**src/rtl/pwm_nch_if.sv**
```systemverilog
// Duty-write port of pwm_nch: valid/ready write of one channel's duty value,
// with a one-cycle error pulse for an out-of-range channel index.
interface pwm_nch_if #(
  parameter int N  = 8,
  parameter int CH = 4
);
  localparam int CHW = (CH > 1) ? $clog2(CH) : 1;

  logic           wr_en;
  logic [CHW-1:0] wr_ch;
  logic [N-1:0]   wr_duty;
  logic           wr_ready;
  logic           wr_err;

  modport master (output wr_en, wr_ch, wr_duty, input  wr_ready, wr_err);
  modport slave  (input  wr_en, wr_ch, wr_duty, output wr_ready, wr_err);
endinterface

```
**src/rtl/pwm_nch.sv**
```systemverilog
// Multi-channel edge-aligned PWM with shared prescaler/period counter and double-buffered
// duty/period. Define PWM_NCH_CENTER_EN to add the `center` input (up/down counting).
module pwm_nch #(
  parameter int N     = 8,
  parameter int CH    = 4,
  parameter int PRE_W = 4
) (
  input  logic             clk,
  input  logic             reset,
  input  logic             en,
  input  logic [PRE_W-1:0] prescale,
  input  logic [N-1:0]     period,
`ifdef PWM_NCH_CENTER_EN
  input  logic             center,
`endif
  pwm_nch_if.slave         wr,
  output logic             cycle_start,
  output logic [CH-1:0]    pwm_out
);
  localparam int            CHW    = (CH > 1) ? $clog2(CH) : 1;
  localparam logic [CHW:0]  CH_LIM = (CHW + 1)'(CH);

  logic [PRE_W-1:0] r_pre_cnt;
  logic [N-1:0]     r_cnt;
  logic [N-1:0]     r_period_q;
  logic [N-1:0]     r_duty_sh  [CH];
  logic [N-1:0]     r_duty_act [CH];

  logic w_tick;
  logic w_boundary;
  logic w_accept;
  logic w_ch_ok;

  assign w_tick = en & (r_pre_cnt == prescale);

`ifdef PWM_NCH_CENTER_EN
  logic r_down;
  logic r_center;
  logic w_turn;

  // Counting down, or at the top: the next tick moves the counter downwards.
  assign w_turn     = r_down | (r_cnt == r_period_q);
  assign w_boundary = w_tick & (r_center
                      ? ((r_period_q == '0) | (w_turn & (r_cnt == N'(1))))
                      : (r_cnt == r_period_q));
`else
  assign w_boundary = w_tick & (r_cnt == r_period_q);
`endif

  assign wr.wr_ready = ~reset & ~w_boundary;
  assign w_accept    = wr.wr_en & wr.wr_ready;
  assign w_ch_ok     = {1'b0, wr.wr_ch} < CH_LIM;

  always_ff @(posedge clk) begin
    if (reset) begin
      r_pre_cnt   <= '0;
      r_cnt       <= '0;
      r_period_q  <= '0;
      cycle_start <= 1'b0;
      wr.wr_err   <= 1'b0;
      pwm_out     <= '0;
      // NOTE: the duty arrays are tiny flop banks that must come up as 0% duty, so unlike
      // a RAM they are cleared element by element on reset.
      for (int i = 0; i < CH; i++) begin
        r_duty_sh[i]  <= '0;
        r_duty_act[i] <= '0;
      end
`ifdef PWM_NCH_CENTER_EN
      r_down   <= 1'b0;
      r_center <= 1'b0;
`endif
    end else begin
      cycle_start <= w_boundary;
      wr.wr_err   <= w_accept & ~w_ch_ok;

      for (int i = 0; i < CH; i++) begin
        if (w_accept && w_ch_ok && (wr.wr_ch == CHW'(i)))
          r_duty_sh[i] <= wr.wr_duty;
      end

      if (!en) begin
        // Idle: keep the shadow values live so the first enabled period uses them.
        r_pre_cnt  <= '0;
        r_cnt      <= '0;
        r_period_q <= period;
        for (int i = 0; i < CH; i++) r_duty_act[i] <= r_duty_sh[i];
`ifdef PWM_NCH_CENTER_EN
        r_down   <= 1'b0;
        r_center <= center;
`endif
      end else begin
        r_pre_cnt <= w_tick ? '0 : r_pre_cnt + 1'b1;

        if (w_tick) begin
`ifdef PWM_NCH_CENTER_EN
          if (r_center) begin
            if (r_period_q == '0) begin
              r_cnt  <= '0;
              r_down <= 1'b0;
            end else if (w_turn) begin
              r_cnt  <= r_cnt - 1'b1;
              r_down <= (r_cnt > N'(1));
            end else begin
              r_cnt  <= r_cnt + 1'b1;
              r_down <= 1'b0;
            end
          end else begin
            r_cnt  <= (r_cnt == r_period_q) ? '0 : r_cnt + 1'b1;
            r_down <= 1'b0;
          end
`else
          r_cnt <= (r_cnt == r_period_q) ? '0 : r_cnt + 1'b1;
`endif
        end

        if (w_boundary) begin
          r_period_q <= period;
          for (int i = 0; i < CH; i++) r_duty_act[i] <= r_duty_sh[i];
`ifdef PWM_NCH_CENTER_EN
          r_center <= center;
`endif
        end
      end

      for (int i = 0; i < CH; i++)
        pwm_out[i] <= en & (r_cnt < r_duty_act[i]);
    end
  end
endmodule
```
**src/flat_wrapper.sv**
```systemverilog
// flat-port wrapper written by rule: the top's interface ports become plain ports
module pwm_nch_flat 
#(
  parameter int N     = 8,
  parameter int CH    = 4,
  parameter int PRE_W = 4
)
  (clk, reset, en, prescale, period, cycle_start, pwm_out, wr_wr_en, wr_wr_ch, wr_wr_duty, wr_wr_ready, wr_wr_err);
  pwm_nch_if #(.N(N), .CH(CH)) wr_i ();
  input  logic clk;
  input  logic reset;
  input  logic en;
  input  logic [PRE_W-1:0] prescale;
  input  logic [N-1:0] period;
  output logic cycle_start;
  output logic [CH-1:0] pwm_out;
  input wire logic [$bits(wr_i.wr_en)-1:0] wr_wr_en;
  input wire logic [$bits(wr_i.wr_ch)-1:0] wr_wr_ch;
  input wire logic [$bits(wr_i.wr_duty)-1:0] wr_wr_duty;
  output wire logic [$bits(wr_i.wr_ready)-1:0] wr_wr_ready;
  output wire logic [$bits(wr_i.wr_err)-1:0] wr_wr_err;
  assign wr_i.wr_en = wr_wr_en;
  assign wr_i.wr_ch = wr_wr_ch;
  assign wr_i.wr_duty = wr_wr_duty;
  assign wr_wr_ready = wr_i.wr_ready;
  assign wr_wr_err = wr_i.wr_err;
  pwm_nch #(.N(N), .CH(CH), .PRE_W(PRE_W)) u_core (.clk(clk), .reset(reset), .en(en), .prescale(prescale), .period(period), .wr(wr_i), .cycle_start(cycle_start), .pwm_out(pwm_out));
endmodule
```
**config.mk**
```make
export PLATFORM = sky130hd
export DESIGN_NAME = pwm_nch_flat
export DESIGN_NICKNAME = d
export VERILOG_FILES = /design/src/rtl/pwm_nch_if.sv /design/src/rtl/pwm_nch.sv /design/src/flat_wrapper.sv
export SDC_FILE = /design/constraint.sdc
export NUM_CORES = 1
export LEC_CHECK = 0
export ABC_AREA = 1
export CORE_MARGIN = 2
export CORE_UTILIZATION = 55
export CTS_BUF_LIST = sky130_fd_sc_hd__clkbuf_4
export CTS_CLUSTER_SIZE = 20
export DETAILED_ROUTE_END_ITERATION = 16
export PLACE_DENSITY_LB_ADDON = 0.2
export REMOVE_ABC_BUFFERS = 1
export SLEW_MARGIN = 40
export SYNTH_ARGS = -nofsm -noshare
export SYNTH_HDL_FRONTEND = slang
export SYNTH_SLANG_ARGS = --single-unit
```
**constraint.sdc**
```tcl
create_clock -name clk -period 2.7 [get_ports clk]
set_input_delay 0.54 -clock clk [delete_from_list [all_inputs] [get_ports clk]]
set_output_delay 0.54 -clock clk [all_outputs]
set_load 0.03 [all_outputs]
```
==> impl_metrics.env <==
export IMPL_gr_total_overflow=0
export IMPL_rows=33
export IMPL_synth_seq_cells=89
export IMPL_synth_simple_area_share_pct=24.6
export IMPL_setup_viol=0
export IMPL_synthTopCellsByArea="edfxtp_1 (41%), dfxtp_1 (11%), ha_1 (8.1%)"
export IMPL_num_vias=3153
export IMPL_dp_slack_ps=-35.6
export IMPL_crit_top_cell="nand2_1"
export IMPL_wl_per_cell_um=12.3
export IMPL_regArea_mm2=0.00242
export IMPL_skew_ps=21.4
export IMPL_fin_cells=656
export IMPL_yosys_cell_count_top_type="inv_1"
export IMPL_grt_pass1_vias=3030
export IMPL_worstSetupPathType="reg2out"
export IMPL_design_power_total_mw=2.53
export IMPL_synth_compound_area_share_pct=4.15
export IMPL_synth_top_family_by_area="simple AND/OR/NAND/NOR gates"
export IMPL_nets=602
export IMPL_clock_sinks=89
export IMPL_nFillCells=687
export IMPL_placed_area_mm2=0.00514
export IMPL_reg2regPathDepth=9
export IMPL_crit_buf_inv=2
export IMPL_cpPeakStageDelay_ps=480
export IMPL_post_cts_resized=2
export IMPL_worst_ep_required_time_ps=2160
export IMPL_hold_viol=0
export IMPL_cp_top_family="buffers and inverters"
export IMPL_fin_crit_sh_pct=91.2
export IMPL_cts_root_buf="clkbuf_4"
export IMPL_setup_ws_ps=237
export IMPL_synthAdderAreaFrac_pct=8.08
export IMPL_numCtsBuffers=9
export IMPL_multi_input_area_mm2=0.00174
export IMPL_grt_pass1_wl_um=13600
export IMPL_avgSynthCellArea_um2=9.39
export IMPL_yosysWarnings=0
export IMPL_htreeDepth=3
export IMPL_powerDensity_mw_per_mm2=480
export IMPL_drive_gt1_share_pct=14.2
export IMPL_maxCapViolCount=0
export IMPL_diodes=0
export IMPL_die_h_um=95.9
export IMPL_cp_end_kind="output pin"
export IMPL_hp_class="reg2reg"
export IMPL_initial_utilization_pct=56.6
export IMPL_cp_arrival_ps=1920
export IMPL_cts_hold_buf=0
export IMPL_cp_start_kind="register"
export IMPL_drc=0
export IMPL_synthArstFlopShare_pct=0
export IMPL_io_buffers=31
export IMPL_synth_xor_area_share_pct=0.565
export IMPL_dr_pass1_iters=4
export IMPL_cts_setup_buffers=0
export IMPL_synth_edf_count=64
export IMPL_muxShareOfSynthArea_pct=0
export IMPL_ir_drop_v=0.000341
export IMPL_dp_hpwl_um=6240
export IMPL_cp_slowest_cell="dfxtp_1"
export IMPL_cts_tree="done"
export IMPL_grt_total_usage_pct=19.9
export IMPL_path_depth=8
export IMPL_design_area_mm2=0.00527
export IMPL_grt_max_degree=33
export IMPL_ant_nets=0
export IMPL_period_needed_ps=2460
export IMPL_crit_fanout=7
export IMPL_dieArea_mm2=0.00920
export IMPL_rsz0062_at_grt="no"
export IMPL_yosysTopAreaCell="edfxtp_1"
export IMPL_netlist_instances=495
export IMPL_area_growth_pct=13.4
export IMPL_synth_top_cell_area_share_pct=41.3
export IMPL_synthTopCellsByCount="inv_1 (100), nand2_1 (94), nor2_1 (67)"
export IMPL_status="completed"
export IMPL_drt_iter0_markers=76
export IMPL_die_x_um=95.9
export IMPL_worstHoldPathCells=2
export IMPL_seq_area_frac_synth_pct=52.1
export IMPL_core_area_mm2=0.00822
export IMPL_maxSlewViolCount=0
export IMPL_viasPerCell=4.81
export IMPL_place_gp_congestion=0.858
export IMPL_ios=33
export IMPL_hold_slack_ps=499
export IMPL_syn_cell_area_mm2=0.00465
export IMPL_power_leakage_nw=2.34
export IMPL_wl_um=8090
export IMPL_cts_path_max_buffers=2
export IMPL_clkLatencyLatePin_ps=440
export IMPL_placed_cells=640
export IMPL_ys_types=28
export IMPL_clkTransAtPathRegs_ps=160
export IMPL_fmax_mhz=406
export IMPL_antenna_found_initial=0
export IMPL_ys_flop_type="edfxtp_1"
export IMPL_crit_chain="inv_2 > nand2_2 > nand2_1 > nor2_1 > nand2_1 > nor2_4 > a21oi_1 > dlygate4sd2_1"
==> flip-flops by register name (all words and copies together), names as in the netlist <==
name                count
u_core.r_cnt            8
u_core.r_duty_sh       32
u_core.r_pre_cnt        4
u_core.pwm_out          4
u_core.r_period_q       8
u_core.r_duty_act      32
u_core.cycle_start      1
==> tightest hold or removal path: cells and delay by family (launching register included) <==
family	cells	cell delay (ps)
DFF	1	360
and+or+nand+nor	2	120
==> layout by cell type, fill, tap and decap left out, drive strengths merged, types with 2 or more instances in the layout <==
cell	instances
nand2	97
edfxtp	64
o21ai	10
inv	107
nand3	21
buf	16
clkinv	4
clkdlybuf4s50	30
xor2	2
a211oi	4
dfxtp	25
nor2	99
a21oi	21
clkbuf	9
ha	30
nand4	6
==> final cells by class <==
class / instances / share of cell area, %
Sequential cell: 89 / 46.0
Timing Repair Buffer: 47 / 8.38
Clock buffer: 9 / 1.28
Tap cell: 105 / 2.49
Multi-Input combinational cell: 294 / 33.1
Inverter: 105 / 7.62
Clock inverter: 7 / 1.21
==> worst paths after layout <==
path | start | endpoint | slack, ps
worst max register to register | u_core.r_cnt[0] | u_core.r_duty_act[1][3] | 630
worst max-delay path | u_core.r_cnt[0] | wr_wr_ready | 240
worst min register to register | u_core.r_period_q[1] | u_core.r_period_q[1] | 500
worst min-delay path | u_core.r_period_q[1] | u_core.r_period_q[1] | 500
==> kinds of logic after synthesis <==
kind of cell	after synthesis
AND/OR/NAND/NOR	224
flip-flops	89
AO/OA/AOI/OAI	36
buffers and inverters	112
adder cells (fa/ha/maj)	30
other	1
XOR/XNOR	3
==> metrics by stage <==
step | TNS [ps] | util (%)
after floorplan | 0 | -
after global placement | 0 | 62.6
after detailed placement | -35.6 | 62.6
after CTS | 0 | 64.2
after global routing | 0 | 64.2
final | 0 | 64.2
==> power by group <==
part,internal (mW),switching [mW],total (mW)
combinational,0.110,0.174,0.284
clock,0.205,0.495,0.700
sequential,1.53,0.0227,1.55
==> layer usage <==
metal	vias up	part of all wire [%]	GRT usage, %
li1	1657	-	-
met1	1404	46	23.8
met2	68	48	33.2
met3	24	3.5	5.01
met4	0	3.1	10.1
met5	-	0	0
No activity file was read; power rests on OpenSTA's default activity.
